[src/rtl/alu_op_pkg.sv]
// Shared types and the combinational RV32I-to-ALU decode used by alu_op_decoder.
package alu_op_pkg;

  localparam int unsigned XLEN = 32;
  localparam int unsigned OP_W = 4;

  typedef enum logic [OP_W-1:0] {
    ALU_ADD = 4'b0000,
    ALU_SUB = 4'b0001,
    ALU_AND = 4'b0010,
    ALU_OR  = 4'b0011,
    ALU_XOR = 4'b0100,
    ALU_SLL = 4'b0101,
    ALU_SRL = 4'b0110,
    ALU_SRA = 4'b0111,
    ALU_EQ  = 4'b1000,
    ALU_SLT = 4'b1001
  } alu_op_e;

  localparam logic [6:0] OPC_OP     = 7'b0110011;
  localparam logic [6:0] OPC_OP_IMM = 7'b0010011;
  localparam logic [6:0] OPC_LOAD   = 7'b0000011;
  localparam logic [6:0] OPC_STORE  = 7'b0100011;
  localparam logic [6:0] OPC_BRANCH = 7'b1100011;

  typedef struct packed {
    alu_op_e         operation;
    logic            src_b_imm;
    logic [XLEN-1:0] imm;
    logic            branch;
    logic            br_invert;
    logic            illegal;
  } decoded_t;

  // funct3 to operation for the register/immediate arithmetic group; alt is instr[30].
  function automatic alu_op_e arith_op(input logic [2:0] f3, input logic alt);
    alu_op_e op;
    op = ALU_ADD;
    case (f3)
      3'b000:         op = alt ? ALU_SUB : ALU_ADD;
      3'b001:         op = ALU_SLL;
      3'b010, 3'b011: op = ALU_SLT;
      3'b100:         op = ALU_XOR;
      3'b101:         op = alt ? ALU_SRA : ALU_SRL;
      3'b110:         op = ALU_OR;
      default:        op = ALU_AND;
    endcase
    return op;
  endfunction

  function automatic decoded_t decode(input logic [XLEN-1:0] instr);
    decoded_t        d;
    logic [6:0]      opc;
    logic [2:0]      f3;
    logic [6:0]      f7;
    logic            bad;
    logic [XLEN-1:0] imm_i;
    logic [XLEN-1:0] imm_s;
    logic [XLEN-1:0] imm_b;
    logic [XLEN-1:0] shamt;

    opc   = instr[6:0];
    f3    = instr[14:12];
    f7    = instr[31:25];
    imm_i = {{20{instr[31]}}, instr[31:20]};
    imm_s = {{20{instr[31]}}, instr[31:25], instr[11:7]};
    imm_b = {{19{instr[31]}}, instr[31], instr[7], instr[30:25], instr[11:8], 1'b0};
    // Shift-immediates carry only the shift amount, not funct7 bits.
    shamt = {27'd0, instr[24:20]};
    d     = '0;
    bad   = 1'b0;

    case (opc)
      OPC_OP: begin
        d.operation = arith_op(f3, instr[30]);
        bad = !((f7 == 7'h00) || ((f7 == 7'h20) && ((f3 == 3'b000) || (f3 == 3'b101))));
      end
      OPC_OP_IMM: begin
        d.src_b_imm = 1'b1;
        d.imm       = imm_i;
        case (f3)
          3'b001: begin
            d.operation = ALU_SLL;
            d.imm       = shamt;
            bad         = (f7 != 7'h00);
          end
          3'b101: begin
            d.operation = instr[30] ? ALU_SRA : ALU_SRL;
            d.imm       = shamt;
            bad         = !((f7 == 7'h00) || (f7 == 7'h20));
          end
          default: d.operation = arith_op(f3, 1'b0);
        endcase
      end
      OPC_LOAD: begin
        d.src_b_imm = 1'b1;
        d.imm       = imm_i;
      end
      OPC_STORE: begin
        d.src_b_imm = 1'b1;
        d.imm       = imm_s;
      end
      OPC_BRANCH: begin
        d.branch = 1'b1;
        d.imm    = imm_b;
        case (f3)
          3'b000:         d.operation = ALU_EQ;
          3'b001: begin
            d.operation = ALU_EQ;
            d.br_invert = 1'b1;
          end
          3'b100, 3'b110: d.operation = ALU_SLT;
          3'b101, 3'b111: begin
            d.operation = ALU_SLT;
            d.br_invert = 1'b1;
          end
          default:        bad = 1'b1;
        endcase
      end
      default: bad = 1'b1;
    endcase

    if (bad) begin
      d         = '0;
      d.illegal = 1'b1;
    end
    return d;
  endfunction

endpackage

[src/rtl/alu_op_decoder_if.sv]
// Instruction-in / decoded-fields-out valid/ready bundle for alu_op_decoder.
interface alu_op_decoder_if #(
  parameter int unsigned DATA_WIDTH    = 32,
  parameter int unsigned OPCODE_LENGTH = 4
);
  logic                     in_valid;
  logic                     in_ready;
  logic [DATA_WIDTH-1:0]    in_instr;
  logic                     out_valid;
  logic                     out_ready;
  logic [OPCODE_LENGTH-1:0] out_operation;
  logic                     out_src_b_imm;
  logic [DATA_WIDTH-1:0]    out_imm;
  logic                     out_branch;
  logic                     out_br_invert;
  logic                     out_illegal;

  modport master (
    output in_valid, in_instr, out_ready,
    input  in_ready, out_valid, out_operation, out_src_b_imm, out_imm,
           out_branch, out_br_invert, out_illegal
  );

  modport slave (
    input  in_valid, in_instr, out_ready,
    output in_ready, out_valid, out_operation, out_src_b_imm, out_imm,
           out_branch, out_br_invert, out_illegal
  );
endinterface

[src/rtl/skid_buffer.sv]
// Generic 2-entry valid/ready skid buffer: main entry drives the output,
// skid entry catches one word while the output is stalled; in_ready is registered.
module skid_buffer #(
  parameter int unsigned WIDTH = 8
) (
  input  logic             clk,
  input  logic             rst_n,
  input  logic             in_valid,
  output logic             in_ready,
  input  logic [WIDTH-1:0] in_data,
  output logic             out_valid,
  input  logic             out_ready,
  output logic [WIDTH-1:0] out_data
);

  typedef enum logic [1:0] {
    S_EMPTY = 2'b00,
    S_MAIN  = 2'b01,
    S_FULL  = 2'b10
  } occ_e;

  occ_e             state_q;
  occ_e             state_d;
  logic [WIDTH-1:0] main_q;
  logic [WIDTH-1:0] skid_q;
  logic             in_fire;
  logic             out_fire;
  logic             load_main;
  logic             load_skid;
  logic             move_skid;

  assign in_ready  = rst_n && (state_q != S_FULL);
  assign out_valid = (state_q != S_EMPTY);
  assign out_data  = main_q;
  assign in_fire   = in_valid && in_ready;
  assign out_fire  = out_valid && out_ready;

  always_ff @(posedge clk) begin
    if (!rst_n) state_q <= S_EMPTY;
    else        state_q <= state_d;
  end

  always_comb begin
    state_d   = state_q;
    load_main = 1'b0;
    load_skid = 1'b0;
    move_skid = 1'b0;
    case (state_q)
      S_EMPTY: begin
        if (in_fire) begin
          state_d   = S_MAIN;
          load_main = 1'b1;
        end
      end
      S_MAIN: begin
        // Pop and accept together keeps one entry: the new word replaces main.
        if (in_fire && out_fire) begin
          load_main = 1'b1;
        end else if (in_fire) begin
          state_d   = S_FULL;
          load_skid = 1'b1;
        end else if (out_fire) begin
          state_d   = S_EMPTY;
        end
      end
      S_FULL: begin
        if (out_fire) begin
          state_d   = S_MAIN;
          move_skid = 1'b1;
        end
      end
      default: state_d = S_EMPTY;
    endcase
  end

  always_ff @(posedge clk) begin
    if (!rst_n) begin
      main_q <= '0;
      skid_q <= '0;
    end else begin
      if (load_main)      main_q <= in_data;
      else if (move_skid) main_q <= skid_q;
      if (load_skid)      skid_q <= in_data;
    end
  end

endmodule

[src/rtl/alu_op_decoder.sv]
// RV32I decode stage feeding the ALU: combinational decode of the incoming
// instruction, registered through a 2-entry skid buffer toward EX.
module alu_op_decoder
  import alu_op_pkg::*;
#(
  parameter int unsigned DATA_WIDTH    = 32,
  parameter int unsigned OPCODE_LENGTH = 4
) (
  input logic              clk,
  input logic              rst_n,
  alu_op_decoder_if.slave  bus
);

  decoded_t dec_in;
  decoded_t dec_out;

  assign dec_in = decode(XLEN'(bus.in_instr));

  skid_buffer #(
    .WIDTH($bits(decoded_t))
  ) u_skid (
    .clk       (clk),
    .rst_n     (rst_n),
    .in_valid  (bus.in_valid),
    .in_ready  (bus.in_ready),
    .in_data   (dec_in),
    .out_valid (bus.out_valid),
    .out_ready (bus.out_ready),
    .out_data  (dec_out)
  );

  assign bus.out_operation = OPCODE_LENGTH'(dec_out.operation);
  assign bus.out_src_b_imm = dec_out.src_b_imm;
  assign bus.out_imm       = DATA_WIDTH'(dec_out.imm);
  assign bus.out_branch    = dec_out.branch;
  assign bus.out_br_invert = dec_out.br_invert;
  assign bus.out_illegal   = dec_out.illegal;

endmodule

[src/flat_wrapper.sv]
// flat-port wrapper written by rule: the top's interface ports become plain ports
module alu_op_decoder_flat import alu_op_pkg::*;
#(
  parameter int unsigned DATA_WIDTH    = 32,
  parameter int unsigned OPCODE_LENGTH = 4
)
  (clk, rst_n, bus_in_valid, bus_in_instr, bus_out_ready, bus_in_ready, bus_out_valid, bus_out_operation, bus_out_src_b_imm, bus_out_imm, bus_out_branch, bus_out_br_invert, bus_out_illegal);
  alu_op_decoder_if #(.DATA_WIDTH(DATA_WIDTH), .OPCODE_LENGTH(OPCODE_LENGTH)) bus_i ();
  input logic clk;
  input logic rst_n;
  input wire logic [$bits(bus_i.in_valid)-1:0] bus_in_valid;
  input wire logic [$bits(bus_i.in_instr)-1:0] bus_in_instr;
  input wire logic [$bits(bus_i.out_ready)-1:0] bus_out_ready;
  output wire logic [$bits(bus_i.in_ready)-1:0] bus_in_ready;
  output wire logic [$bits(bus_i.out_valid)-1:0] bus_out_valid;
  output wire logic [$bits(bus_i.out_operation)-1:0] bus_out_operation;
  output wire logic [$bits(bus_i.out_src_b_imm)-1:0] bus_out_src_b_imm;
  output wire logic [$bits(bus_i.out_imm)-1:0] bus_out_imm;
  output wire logic [$bits(bus_i.out_branch)-1:0] bus_out_branch;
  output wire logic [$bits(bus_i.out_br_invert)-1:0] bus_out_br_invert;
  output wire logic [$bits(bus_i.out_illegal)-1:0] bus_out_illegal;
  assign bus_i.in_valid = bus_in_valid;
  assign bus_i.in_instr = bus_in_instr;
  assign bus_i.out_ready = bus_out_ready;
  assign bus_in_ready = bus_i.in_ready;
  assign bus_out_valid = bus_i.out_valid;
  assign bus_out_operation = bus_i.out_operation;
  assign bus_out_src_b_imm = bus_i.out_src_b_imm;
  assign bus_out_imm = bus_i.out_imm;
  assign bus_out_branch = bus_i.out_branch;
  assign bus_out_br_invert = bus_i.out_br_invert;
  assign bus_out_illegal = bus_i.out_illegal;
  alu_op_decoder #(.DATA_WIDTH(DATA_WIDTH), .OPCODE_LENGTH(OPCODE_LENGTH)) u_core (.clk(clk), .rst_n(rst_n), .bus(bus_i));
endmodule
[config.mk]
export PLATFORM = sky130hd
export DESIGN_NAME = alu_op_decoder_flat
export DESIGN_NICKNAME = d
export VERILOG_FILES = /design/src/rtl/alu_op_pkg.sv /design/src/rtl/alu_op_decoder_if.sv /design/src/rtl/skid_buffer.sv /design/src/rtl/alu_op_decoder.sv /design/src/flat_wrapper.sv
export SDC_FILE = /design/constraint.sdc
export NUM_CORES = 1
export LEC_CHECK = 0
export CORE_ASPECT_RATIO = 0.6
export CORE_MARGIN = 4
export CORE_UTILIZATION = 38
export DETAILED_ROUTE_END_ITERATION = 10
export SLEW_MARGIN = 20
export SYNTH_ARGS = -nofsm -noshare
export SYNTH_HDL_FRONTEND = slang
export SYNTH_HIERARCHICAL = 1
export SYNTH_SLANG_ARGS = --single-unit
[constraint.sdc]
create_clock -name clk -period 3.23 [get_ports clk]
set_input_delay 0.4845 -clock clk [delete_from_list [all_inputs] [get_ports clk]]
set_output_delay 0.4845 -clock clk [all_outputs]
set_load 0.01 [all_outputs]
==> impl_metrics.ini <==
[drt]
drt.antenna.violating_nets = 0
drt_first_pass_iters = 5
routed_wirelength_normalized_by_instance_count_um = 16.0
avgViaCountPerCell = 5.60
drc_violation_total_after_the_first_tritonroute_iteration = 333
drt-total-wl_um = 11100
route.detailed.drc = 0
route.vias.total = 3868

[die]
initial_utilization_pct = 38.9
die_h_um = 88.4
io_pins = 78
die_area_um2 = 12500
placeableCoreArea_um2 = 10500
rows = 29
die_w_um = 142

[clocking]
postCtsResizedCells = 0
postCtsSetupRepairBufs = 0
clock_path_buffers = 2
post_cts_hold_buffer_count = 0
clk_transition_reported_paths_ns = 0.06
clock-sinks = 82
cts_tree = yes
clk-insertion-delay-late_ns = 0.33
cts.htree.levels = 3
clock_tree.root_cell = sky130_fd_sc_hd__clkbuf_16
cts_made_buffers = 9

[min_path]
hold_path_depth = 2
worstHoldEndpoint = u_core/u_skid/state_q[0]
hold_class = in -> reg
min-delay-start = rst_n

[setup_path]
worstPathRequired_ns = 3.49
timing.rr.end = u_core/u_skid/skid_q[13]
worstPathMaxFanout = 4
rr_startpoint = u_core/u_skid/state_q[1]
crit_path_start_kind = primary input
timing.reg2reg.setup_slack_ns = 1.48
cp-end-kind = flop
reg2regPathDepth = 4
worstSetupPathType = in -> reg
critical_path_arrival_ns = 2.82

[synth]
synthXorXnorAreaFrac_pct = 0
main_combinational_cell_family_by_area_after_synthesis = compound AO/OA/AOI/OAI gates
synth.area.mux_share_pct = 0.245
number_of_synthesized_flops_with_an_enable_pin = 0
post_syn_area_per_cell_um2 = 8.12
dominant_register_cell_in_the_synthesized_netlist = sky130_fd_sc_hd__dfxtp_1
synth_top_area_share_pct = 40.1
compound_gate_portion_of_the_synthesized_area_pct = 29.6
synth_largest_area_cell = sky130_fd_sc_hd__dfxtp_1
yosys_register_bits = 82
yosysSeqAreaShare_pct = 40.1
ys.warnings.count = 6
synthTopCellsByArea = sky130_fd_sc_hd__dfxtp_1 40%, sky130_fd_sc_hd__nand2_1 7.7%, sky130_fd_sc_hd__a21boi_1 7.3%, sky130_fd_sc_hd__o31ai_1 7.3%, sky130_fd_sc_hd__a31oi_1 6.3%
synthArstFlopShare_pct = 0
synth_cell_types = 46
synth.net_count = 540
netlist_instances = 504
synth_simple_gate_area_share_pct = 22.2
post_synth_instance_area_um2 = 4090
post_synth_fa_ha_maj_area_fraction_pct = 0

[flow_run]
maxCapViolations = 0

[layout]
drive_above_1_share_pct = 7.43
final_core_util_pct = 48.5
mostFrequentLayoutCells = 84 x sky130_fd_sc_hd__nand2_1, 82 x sky130_fd_sc_hd__dfxtp_1, 71 x sky130_fd_sc_hd__clkdlybuf4s50_1
finalNetCount = 583
most_common_cell_after_layout_fill_and_taps_aside = sky130_fd_sc_hd__nand2_1
final_cells = 691
antenna_cells_inserted = 0
areaGrowthSynthToFinish_pct = 24.6
fillCellCount = 1028

[timing]
fin_tns_setup_ns = 0
hold_viol = 0
maximum_operating_frequency_ghz = 0.390
maxSlewHeadroom_pct = 43.6
drv_slew = 0
timing.final.crit_share_pct = 79.5
max_slew.worst_pin.slew_ns = 0.843
finalCriticalPeriod_ns = 2.57
rsz0062_at_grt = false
fin_worst_skew_ns = 0.00438
setup_viol_count_final = 0

[global_routing]
grt_antenna_before_repair = 0
grt_pass1_wl_um = 18500
grt_remaining_overflow = 0
first_global_vias = 3600
track_usage_pct = 18.1
grt_max_degree = 81

[power]
p_leak_nw = 1.66
max-vdd-ir-drop_v = 0.000276
cellPowerDensity_nw_per_um2 = 477
totalPowerFinal_mw = 2.43

[place]
gp_congestion = 0.878
post-dp-hpwl_um = 6560
placed_cells = 675
port_buffers = 72

[outcome]
result_of_the_run = completed
how the worst max path moves through the flow:
stage / to / slack, ns / from / cells after the start
detailed placement: u_core/u_skid/out_data[5] / 0.34 / bus_in_instr[27] / 7
global route: u_core/u_skid/out_data[25] / 0.51 / bus_in_instr[14] / 9
floorplan: u_core/u_skid/out_data[15] / 0.78 / bus_in_instr[5] / 6
finish: u_core/u_skid/out_data[5] / 0.66 / bus_in_instr[27] / 7
global placement: u_core/u_skid/out_data[5] / 0.35 / bus_in_instr[27] / 7
CTS: u_core/u_skid/out_data[7] / 0.69 / bus_in_instr[27] / 7
logic make-up after synthesis:
kind of cell | count (synthesis)
buffers and inverters | 54
and+or+nand+nor | 183
DFF | 82
muxes | 1
AOI/OAI and AO/OA | 184
where the power goes:
group	leakage [nW]	internal (mW)	total [mW]	switching, mW
Clock	0.145	0.640	1.04	0.398
Sequential	0.667	1.05	1.07	0.0229
Combinational	0.851	0.156	0.327	0.171
Total	1.66	1.84	2.43	0.592
layer usage:
| metal | wire length (um) | global-route usage [%] | vias up |
|---|---|---|---|
| met5 | 0 | 0 | - |
| met4 | 70 | 4.09 | 0 |
| met3 | 727 | 4.54 | 7 |
| met2 | 4680 | 26.9 | 130 |
| met1 | 5610 | 26.3 | 1812 |
| li1 | - | - | 1919 |
state kept, by name, indices dropped and copies added, names as in the netlist:
register,cells
u_core/u_skid/state_q,2
u_core/u_skid/out_data,40
u_core/u_skid/skid_q,40
metrics by stage:
stage | hold WS, ns | instance area (um^2) | setup slack [ns]
after floorplan | 0.444 | 4090 | 0.777
after global placement | 0.453 | 4790 | 0.352
after detailed placement | 0.462 | 4790 | 0.336
after CTS | 0.446 | 5100 | 0.690
after global routing | 0.453 | 5100 | 0.507
final | 0.459 | 5100 | 0.663
cells in the mapped netlist, drive strengths merged (3+ instances only):
master and number:
and2 8, clkbuf 15, dfxtp 82, a21boi 41, a31oi 41, a21oi 7, nor4 4, nand3 41
or2 3, nor3 5, nand2 85, and3b 3, buf 37, o31ai 40, nor2b 5, o21ai 43
nor2 8, a22oi 4, nand3b 3, nand2b 7
layout make-up:
type | instances | area [um^2] | share of cell area (%)
clock buffer | 12 | 256 | 5.03
clock inverter | 4 | 50.0 | 0.982
inverter | 2 | 7.51 | 0.147
multi-input combinational | 368 | 2140 | 41.9
sequential | 82 | 1640 | 32.2
tap | 139 | 174 | 3.41
timing repair buffer | 84 | 831 | 16.3
critical path, stage by stage:
cell,delay (ns)
sky130_fd_sc_hd__clkdlybuf4s50_1,0.41
sky130_fd_sc_hd__or4_4,0.54
sky130_fd_sc_hd__or4b_4,0.51
sky130_fd_sc_hd__a221o_2,0.44
sky130_fd_sc_hd__nor2_1,0.17
sky130_fd_sc_hd__o31ai_1,0.10
sky130_fd_sc_hd__a31oi_1,0.16
Power figures use the tool's default switching activity.
